## config.mk

```make
export PLATFORM = sky130hd
export DESIGN_NAME = datapath_seq
export DESIGN_NICKNAME = d
export VERILOG_FILES = /design/src/rtl/dp_pkg.sv /design/src/rtl/dp_regfile.sv /design/src/rtl/datapath_seq.sv
export SDC_FILE = /design/constraint.sdc
export NUM_CORES = 1
export LEC_CHECK = 0
export BUFFER_PORTS_ARGS = -buffer_cell sky130_fd_sc_hd__buf_2
export CAP_MARGIN = 10
export CORE_UTILIZATION = 40
export DETAILED_ROUTE_END_ITERATION = 6
export PLACE_DENSITY_LB_ADDON = 0.08
export SYNTH_ARGS = -nofsm -noshare
export SYNTH_HDL_FRONTEND = slang
export SYNTH_SLANG_ARGS = --single-unit
```

## constraint.sdc

```tcl
create_clock -name clk -period 11.8 [get_ports clk]
set_clock_uncertainty 0.1 [all_clocks]
set_input_delay 1.18 -clock clk [delete_from_list [all_inputs] [get_ports clk]]
set_output_delay 1.18 -clock clk [all_outputs]
set_load 0.01 [all_outputs]
```

## src/rtl/dp_pkg.sv

```systemverilog
// Shared types for the sequenced datapath: opcode, shift and writeback-source
// encodings, sequencer states and status flag bit positions.
package dp_pkg;

  typedef enum logic [1:0] {
    ALU_ADD = 2'b00,
    ALU_SUB = 2'b01,
    ALU_AND = 2'b10,
    ALU_MVN = 2'b11
  } aluop_e;

  typedef enum logic [1:0] {
    SH_NONE = 2'b00,
    SH_LSL1 = 2'b01,
    SH_LSR1 = 2'b10,
    SH_ASR1 = 2'b11
  } shift_e;

  typedef enum logic [1:0] {
    VS_MDATA = 2'b00,
    VS_IMM8  = 2'b01,
    VS_PC    = 2'b10,
    VS_ALU   = 2'b11
  } vsel_e;

  typedef enum logic [2:0] {
    ST_IDLE = 3'd0,
    ST_RDA  = 3'd1,
    ST_RDB  = 3'd2,
    ST_EXE  = 3'd3,
    ST_WB   = 3'd4
  } state_e;

  // Bit positions inside the 3-bit {Z, N, V} flags vector.
  localparam int Z_BIT = 2;
  localparam int N_BIT = 1;
  localparam int V_BIT = 0;

endpackage

```

## src/rtl/dp_regfile.sv

```systemverilog
// General register file: one synchronous write port, one combinational operand
// read port and one combinational debug read port. A read of the register being
// written in the same cycle returns the old contents (no bypass).
module dp_regfile #(
  parameter int DATA_W = 16,
  parameter int NREGS  = 8,
  localparam int AW    = $clog2(NREGS)
) (
  input  logic              clk,
  input  logic              rst_n,
  input  logic              we,
  input  logic [AW-1:0]     waddr,
  input  logic [DATA_W-1:0] wdata,
  input  logic [AW-1:0]     raddr,
  output logic [DATA_W-1:0] rdata,
  input  logic [AW-1:0]     dbg_addr,
  output logic [DATA_W-1:0] dbg_data
);

  logic [DATA_W-1:0] regs_q [NREGS];

  // Register storage: cleared on reset, written on the edge when we is high.
  always_ff @(posedge clk or negedge rst_n) begin
    if (!rst_n) begin
      for (int i = 0; i < NREGS; i++) begin
        regs_q[i] <= '0;
      end
    end else if (we) begin
      regs_q[waddr] <= wdata;
    end
  end

  assign rdata    = regs_q[raddr];
  assign dbg_data = regs_q[dbg_addr];

endmodule

```

## src/rtl/datapath_seq.sv

```systemverilog
// Parametrised datapath (register file, A/B/C operand registers, shifter, ALU,
// status flags) driven by an internal micro-sequencer. A controller hands over
// one whole instruction through a valid/ready request port and gets a one-cycle
// done pulse when it completes.
//
// Handshake: a request is accepted on a rising edge where req_valid && req_ready.
// req_ready is high only while the sequencer is IDLE; req_* fields, mdata and pc
// are captured at that edge and ignored at all other times.
module datapath_seq
  import dp_pkg::*;
#(
  parameter int DATA_W  = 16,
  parameter int NREGS   = 8,
  parameter int PC_W    = 9,
  parameter int IMM5_W  = 5,
  parameter int IMM8_W  = 8,
  localparam int RA_W   = $clog2(NREGS)
) (
  input  logic              clk,
  input  logic              rst_n,
  input  logic              req_valid,
  output logic              req_ready,
  input  logic [RA_W-1:0]   req_rn,
  input  logic [RA_W-1:0]   req_rm,
  input  logic [RA_W-1:0]   req_rd,
  input  logic [1:0]        req_aluop,
  input  logic [1:0]        req_shift,
  input  logic              req_asel,
  input  logic              req_bsel,
  input  logic [1:0]        req_vsel,
  input  logic              req_wen,
  input  logic              req_loads,
  input  logic [IMM5_W-1:0] req_imm5,
  input  logic [IMM8_W-1:0] req_imm8,
  input  logic [DATA_W-1:0] mdata,
  input  logic [PC_W-1:0]   pc,
  output logic              done,
  output logic [DATA_W-1:0] result,
  output logic [2:0]        flags,
  input  logic [RA_W-1:0]   dbg_rnum,
  output logic [DATA_W-1:0] dbg_rdata
);

  localparam int MSB = DATA_W - 1;

  // Sequencer state and registered handshake outputs.
  state_e            state_q;
  logic              ready_q;
  logic              done_q;

  // Captured request.
  logic [RA_W-1:0]   rn_q, rm_q, rd_q;
  aluop_e            aluop_q;
  shift_e            shift_q;
  vsel_e             vsel_q;
  logic              asel_q, bsel_q, wen_q, loads_q;
  logic [IMM5_W-1:0] imm5_q;
  logic [IMM8_W-1:0] imm8_q;
  logic [DATA_W-1:0] mdata_q;
  logic [PC_W-1:0]   pc_q;

  // Operand / result registers.
  logic [DATA_W-1:0] a_q, b_q, c_q;
  logic [2:0]        flags_q;

  // Combinational datapath nets.
  logic [DATA_W-1:0] rf_rdata;
  logic [RA_W-1:0]   rf_raddr;
  logic              rf_we;
  logic [DATA_W-1:0] wb_data;
  logic [DATA_W-1:0] b_sh;
  logic [DATA_W-1:0] ain, bin;
  logic [DATA_W-1:0] alu_res;
  logic [2:0]        alu_flags;

  // The single operand port reads rn during RDA and rm during RDB.
  assign rf_raddr = (state_q == ST_RDB) ? rm_q : rn_q;
  assign rf_we    = (state_q == ST_WB) && wen_q;

  dp_regfile #(
    .DATA_W (DATA_W),
    .NREGS  (NREGS)
  ) u_regfile (
    .clk      (clk),
    .rst_n    (rst_n),
    .we       (rf_we),
    .waddr    (rd_q),
    .wdata    (wb_data),
    .raddr    (rf_raddr),
    .rdata    (rf_rdata),
    .dbg_addr (dbg_rnum),
    .dbg_data (dbg_rdata)
  );

  // One-bit shifter on the B register.
  always_comb begin
    b_sh = b_q;
    case (shift_q)
      SH_LSL1: b_sh = {b_q[MSB-1:0], 1'b0};
      SH_LSR1: b_sh = {1'b0, b_q[MSB:1]};
      SH_ASR1: b_sh = {b_q[MSB], b_q[MSB:1]};
      default: b_sh = b_q;
    endcase
  end

  assign ain = asel_q ? '0 : a_q;
  assign bin = bsel_q ? DATA_W'($signed(imm5_q)) : b_sh;

  // ALU with two's-complement overflow detection for ADD/SUB.
  always_comb begin
    alu_res   = '0;
    alu_flags = '0;
    case (aluop_q)
      ALU_ADD: begin
        alu_res          = ain + bin;
        alu_flags[V_BIT] = (ain[MSB] == bin[MSB]) && (alu_res[MSB] != ain[MSB]);
      end
      ALU_SUB: begin
        alu_res          = ain - bin;
        alu_flags[V_BIT] = (ain[MSB] != bin[MSB]) && (alu_res[MSB] != ain[MSB]);
      end
      ALU_AND: alu_res = ain & bin;
      default: alu_res = ~bin;
    endcase
    alu_flags[Z_BIT] = (alu_res == '0);
    alu_flags[N_BIT] = alu_res[MSB];
  end

  // Writeback source mux; the ALU path writes the C register.
  always_comb begin
    wb_data = c_q;
    case (vsel_q)
      VS_MDATA: wb_data = mdata_q;
      VS_IMM8:  wb_data = DATA_W'($signed(imm8_q));
      VS_PC:    wb_data = DATA_W'(pc_q);
      default:  wb_data = c_q;
    endcase
  end

  // Micro-sequencer: request capture, operand loads, execute and writeback.
  always_ff @(posedge clk or negedge rst_n) begin
    if (!rst_n) begin
      state_q <= ST_IDLE;
      ready_q <= 1'b1;
      done_q  <= 1'b0;
      rn_q    <= '0;
      rm_q    <= '0;
      rd_q    <= '0;
      aluop_q <= ALU_ADD;
      shift_q <= SH_NONE;
      vsel_q  <= VS_MDATA;
      asel_q  <= 1'b0;
      bsel_q  <= 1'b0;
      wen_q   <= 1'b0;
      loads_q <= 1'b0;
      imm5_q  <= '0;
      imm8_q  <= '0;
      mdata_q <= '0;
      pc_q    <= '0;
      a_q     <= '0;
      b_q     <= '0;
      c_q     <= '0;
      flags_q <= '0;
    end else begin
      done_q <= 1'b0;
      case (state_q)
        ST_IDLE: begin
          if (req_valid) begin
            rn_q    <= req_rn;
            rm_q    <= req_rm;
            rd_q    <= req_rd;
            aluop_q <= aluop_e'(req_aluop);
            shift_q <= shift_e'(req_shift);
            vsel_q  <= vsel_e'(req_vsel);
            asel_q  <= req_asel;
            bsel_q  <= req_bsel;
            wen_q   <= req_wen;
            loads_q <= req_loads;
            imm5_q  <= req_imm5;
            imm8_q  <= req_imm8;
            mdata_q <= mdata;
            pc_q    <= pc;
            ready_q <= 1'b0;
            if (vsel_e'(req_vsel) == VS_ALU) begin
              state_q <= ST_RDA;
            end else begin
              state_q <= ST_WB;
              done_q  <= 1'b1;
            end
          end
        end
        ST_RDA: begin
          a_q     <= rf_rdata;
          state_q <= ST_RDB;
        end
        ST_RDB: begin
          b_q     <= rf_rdata;
          state_q <= ST_EXE;
        end
        ST_EXE: begin
          c_q <= alu_res;
          if (loads_q) begin
            flags_q <= alu_flags;
          end
          state_q <= ST_WB;
          done_q  <= 1'b1;
        end
        ST_WB: begin
          state_q <= ST_IDLE;
          ready_q <= 1'b1;
        end
        default: begin
          state_q <= ST_IDLE;
          ready_q <= 1'b1;
        end
      endcase
    end
  end

  assign req_ready = ready_q;
  assign done      = done_q;
  assign result    = c_q;
  assign flags     = flags_q;

endmodule

```

* Yosys cells after proc, flatten, opt, wreduce, memory -nomap -nowiden
Cells that the tools add are included.
** Cells by class
- Multiplexer cells :: 24
- Bitwise operators :: 6
- Equality and inequality tests :: 17
- Reductions and logical operators :: 12
- Add/sub/neg operators :: 2
- Magnitude comparators :: 4
** Operators with widths (count)
- one-hot mux 16 bit (3 select lines) :: 3
- bitwise mux 128 bit :: 1
- two-way mux 16 bit :: 7
- binary-select mux 16 bit (select 3 bit) :: 2
- demux 16 bit (select 3 bit) :: 1
- adder 16 bit :: 1
- AND 16 bit :: 1
- logical NOT 16 bit :: 1
- NOT 16 bit :: 1
- subtractor 16 bit :: 1
- >= comparator 4 bit (second input constant) :: 3
- NOT 3 -> 4 bit :: 3
- one-hot mux 3 bit (4 select lines) :: 1
- == test 2 bit (second input constant) :: 5
- two-way mux 3 bit :: 3
- == test 2 x 1 -> 1 bit (second input constant) :: 3
- == test 3 x 2 -> 1 bit (second input constant) :: 2
- one-hot mux 1 bit (2 select lines) :: 3
- AND reduction 2 bit :: 3
- logical AND 1 bit :: 4
- logical NOT 2 bit :: 2
- less-than comparator 4 x 1 -> 1 bit (second input constant) :: 1
- == test 3 x 1 -> 1 bit (second input constant) :: 1
- == test 3 bit (second input constant) :: 1
- other kinds (7) :: 11
** Word-level totals
- Output and inout port bits :: 37
- Register bits :: 241
- Word-level logic and storage cells :: 94
- Bits of input ports :: 63

* Longest topological paths before layout
- Word-level depth :: 7
- Mapped depth :: 17
- Depth with buffers taken out :: 15

* By module
A second synthesis with hierarchy kept.
** Unflattened totals
- Cells, all modules :: 1097
- Area total of the unflattened synthesis :: 14297.5 um^2
** Modules (own cells, without submodules)
- datapath_seq :: times used 1, area an instance 7297.0 um^2, cells each 704, sequential area each 2829.0 um^2
- dp_regfile :: times used 1, area an instance 7000.5 um^2, cells each 393, sequential area each 3203.1 um^2

* Worst setup path before layout
No wires, ideal clock.
- Path kind :: input -> output
- From :: input port dbg_rnum[1]
- To :: output port dbg_rdata[10]
- Stages on the path :: 4
- Buffers on the path :: 2
- Data arrival time :: 2786 ps
- Data required time :: 10520 ps
- Slack :: 7734 ps
- Path through :: clkbuf_1 -> buf_1 -> mux4_2 -> mux2_2
** On the way
- Word-level cells in the longest chain between the ends :: 4
** Ends and longest elaborated chain
- start: declaration :: RTL line datapath_seq.sv:40 : input logic [RA_W-1:0] dbg_rnum,
- NOT 3 -> 4 bit (implied by the code) :: RTL line dp_regfile.sv:34 : assign dbg_data = regs_q[dbg_addr];
- binary-select mux 16 bit (select 3 bit) :: RTL line dp_regfile.sv:34
- two-way mux 16 bit (implied by the code) (2 in a row) :: RTL line dp_regfile.sv:34
- end: declaration :: RTL line datapath_seq.sv:41 : output logic [DATA_W-1:0] dbg_rdata
No other way between the ends. The select of a mux whose other input is x is not followed.

* Worst setup path after layout
- From :: register shift_q[0]
- To :: register flags_q[2], in the netlist flags[2]
** On the way
- Word-level cells in the longest chain between the ends :: 6
- Elaborated cells between the ends (all ways) :: 11
- Those cells by class :: add/sub: 2; eq/ne: 3; mux: 3; bitwise: 2; reduce/logical: 1
** Ends and longest elaborated chain
- start: declaration :: RTL line datapath_seq.sv:54 : shift_e shift_q;
- start signal: assignment :: RTL line datapath_seq.sv:173 : shift_q <= shift_e'(req_shift);
- == test 2 bit / == test 2 x 1 -> 1 bit (equally long branches) :: RTL line datapath_seq.sv:98 : case (shift_q)
- one-hot mux 16 bit (3 select lines) * :: RTL line datapath_seq.sv:98
- two-way mux 16 bit * :: RTL line datapath_seq.sv:107 : assign bin = bsel_q ? DATA_W'($signed(imm5_q)) : b_sh;
- subtractor 16 bit, or another cell as far along :: RTL line datapath_seq.sv:119 : alu_res = ain - bin;
- one-hot mux 16 bit (3 select lines) * :: RTL line datapath_seq.sv:113 : case (aluop_q)
- logical NOT 16 bit * :: RTL line datapath_seq.sv:125 : alu_flags[Z_BIT] = (alu_res == '0);
- end signal: assignment :: RTL line datapath_seq.sv:203 : flags_q <= alu_flags;
- end: declaration :: RTL line datapath_seq.sv:64 : logic [2:0] flags_q;
Mark *: on every way between the ends. The rest lies on a longest branch, timed or not.
A chain may end at the register's enable or synchronous reset.

==> key figures <==
Timing
  • Worst-Margin Slew: 1.17 ns
  • Max Slew Vio Count: 0
  • Tmin final: 4.64 ns
  • Final setup violating endpoints: 0
  • Minimum hold slack: 0.373 ns
  • Fin. Hold Viols: 0
  • Max_slew headroom: 22.0%
  • RSZ-0062 raised after global routing: false
  • Period utilization: 39.3%
  • Fmax: 216 MHz
  • TNS Setup: 0 ns

GRT
  • GR Util All Layers: 22.1%
  • First-pass GRT wire length: 58.0 mm
  • Grt ovf: 0
  • Vias in the first global route: 9607
  • Initial antenna violation count: 2
  • Largest net degree at the start of global routing: 122

Clocking
  • Post-CTS sizing: 0
  • Clock Latency Late Sink: 0.57 ns
  • Root Buffer: clkbuf_16
  • Clock Path Buffers: 3
  • H-tree Lvls: 1
  • CTS sink cnt: 241
  • CTS tree: built
  • Worst-path clk slew: 0.06 ns
  • Setup Fix Bufs, Post-CTS: 0
  • Inserted Clock Buffers: 29
  • Cts-stage hold buffer count: 0

Worst setup path
  • Worst r2r src: shift_q[0]
  • Max incr delay on CP: 0.67 ns
  • R2R cell count: 15
  • Setup slack, reg-to-reg: 7.16 ns
  • Delay-heaviest family, CP: compound AO/OA/AOI/OAI gates
  • Critical Path End Type: flop
  • Crit path cell chain: nor2_1 -> a22oi_1 -> o21ai_0 -> ha_1 -> inv_1 -> fa_1 -> nor3b_1 -> nor3_1 -> o31a_1 -> o21ai_2 -> a2111oi_0 -> a211oi_1 -> a2111oi_0 -> nand4_1 -> o31ai_2
  • Worst reg2reg endpoint: flags[2]
  • CP Buf/Inv Count: 1
  • Critical Path Fanout Max: 21
  • CP most frequent cell: a2111oi_0
  • Startpoint types: flop
  • Critical path type: reg -> reg
  • Critical Path RT: 12.17 ns
  • Critical Path Start: shift_q[0]
  • Crit path DAT: 5.00 ns
  • Crit-path slowest cell: dfrtp_1

Synthesis
  • Synth Instances: 1179
  • FFs w/ async S/R, synth: 100%
  • #FFs+latches synth: 241
  • Post-Syn Area: 13600 µm²
  • Top_reg_cell synth: dfrtp_1
  • Synth Area per Inst: 11.5 µm²
  • Syn. warnings: 0
  • Synth area leaders: dfrtp_1 44%, mux4_2 13%, mux2_2 13%, a21oi_1 3.1%, ha_1 3.0%
  • Register area share after synthesis: 44.5%
  • Post-Syn Nets: 1276
  • Yosys top cell area share: 44.3%
  • EDFF count, synth: 0
  • Leading area contributor after synthesis: dfrtp_1
  • Netlist cell types: 73

Die
  • Starting density of the core: 40.5%
  • IO Count: 100
  • Die height: 186 µm
  • Row count: 67
  • Die ar.: 34600 µm²
  • Core area: 33400 µm²
  • Die W: 186 µm

Min path
  • Hold Path Stages: 2
  • Hold Path Sink: flags[0]
  • Hold wc startpoint: flags[0]
  • Worst Hold Class: reg -> reg

Routing
  • DR vias: 9544
  • Initial DRT Pass Iterations: 5
  • Final WL: 36.8 mm
  • DRC Markers: 0
  • DR WL/cell: 21.4 µm
  • Routed Antenna Nets: 0
  • Avg Vias per Cell: 5.55
  • DRT iter0 DRCs: 553

Job
  • Max_cap viols: 0

Place
  • GPL Wtd Cong: 0.891
  • Port bufs: 99
  • HPWL after DPL: 24.8 mm

Run status
  • Status: finished clean

Power and ir drop
  • Power Dens Cells: 340 nW/µm²
  • Maximum VDD drop: 0.000176 V
  • Leakage power: 6.94 nW

Cells and area
  • Commonest non-fill, non-tap cells in the layout: 240 x dfrtp_1, 152 x mux2_2, 98 x buf_2, 96 x nand2_1, 83 x a21oi_1
  • Area Growth Syn to Fin: 14.5%
  • Share of layout cells above drive strength 1: 33.0%
  • # diodes: 0
  • Number of filler cells placed in the layout: 3147
  • Final nets: 1345
  • Commonest non-fill, non-tap cell in the layout: dfrtp_1
[worst min-delay path: cells and delay by family (launching register included)]
kind / cells / cell delay (ns)
and+or+nand+nor: 1 / 0.05
AOI/OAI and AO/OA: 1 / 0.05
DFF: 1 / 0.34
[worst max path at each step]
stage / endpoint / cells past startpoint
after floorplan: dbg_rdata[10] / 4
after global placement: flags[2] / 15
after detailed placement: flags[2] / 15
after CTS: flags[2] / 15
after global routing: flags[2] / 15
final: flags[2] / 15
[cell usage after synthesis (4+ instances only)]
library cell / n
dfrtp_1: 240
xnor2_1: 10
buf_2: 7
nor3b_1: 6
nand2_1: 96
mux2_2: 152
nor2_1: 81
nand3_1: 9
o21ai_1: 4
nand4_1: 5
nor3_1: 17
nand2b_1: 11
o31ai_1: 8
o21ai_0: 57
a31oi_1: 6
a211oi_1: 4
a22oi_1: 9
a21oi_1: 83
nor2b_1: 27
o211ai_1: 5
a21boi_0: 5
buf_1: 8
inv_1: 36
ha_1: 32
o21bai_1: 5
o21a_1: 5
mux4_2: 77
mux2i_1: 36
clkbuf_1: 64
nand3b_1: 4
[report_power, final]
group | total (mW) | switching (mW) | internal (mW)
registers | 1.53 | 0.334 | 1.19
logic | 2.82 | 1.55 | 1.26
clock network | 0.933 | 0.363 | 0.569
total | 5.28 | 2.25 | 3.03
[metrics by stage]
step	utilization (%)	area [µm²]	power (mW)	std cells	worst slack (ns)
5_1_grt	46.4	15500	5.69	1719	6.84
2_1_floorplan	-	13600	3.55	1179	7.73
3_3_place_gp	43.4	14500	4.36	1665	7.31
6_report	46.4	15500	5.28	1719	7.16
4_1_cts	46.4	15500	5.33	1719	7.25
3_5_place_dp	43.4	14500	4.37	1665	7.29
[flip-flops by register name, summed over array words and instances (netlist names), 5 cells and up]
signal and cells:
a_q 16, b_q 16, imm5_q 5, imm8_q 8, mdata_q 16, pc_q 9
result 16, u_regfile.regs_q 128
[cell families after synthesis]
logic type,count (synthesis),synth area share (%)
simple gates,277,9.47
mux,265,28.1
flops,241,44.5
compound gates,229,10.4
buf+inv,120,3.47
fa+ha+maj,34,3.25
xor+xnor,13,0.840
[cell type report]
| cell class | count | area (µm²) | area share [%] |
|---|---|---|---|
| timing repair buffer | 119 | 656 | 4.22 |
| multi-input combinational | 818 | 7120 | 45.9 |
| clock buffer | 43 | 858 | 5.53 |
| clock inverter | 11 | 151 | 0.975 |
| inverter | 39 | 146 | 0.943 |
| tap | 448 | 561 | 3.61 |
| sequential | 241 | 6030 | 38.9 |
[layer usage]
metal	track usage, %	vias to the layer above	routed length [µm]
li1	-	4452	-
met1	30.9	4847	16900
met2	36.4	192	17700
met3	2.80	53	1350
met4	5.64	0	843
met5	0	-	0
Power figures use the tool's default switching activity.
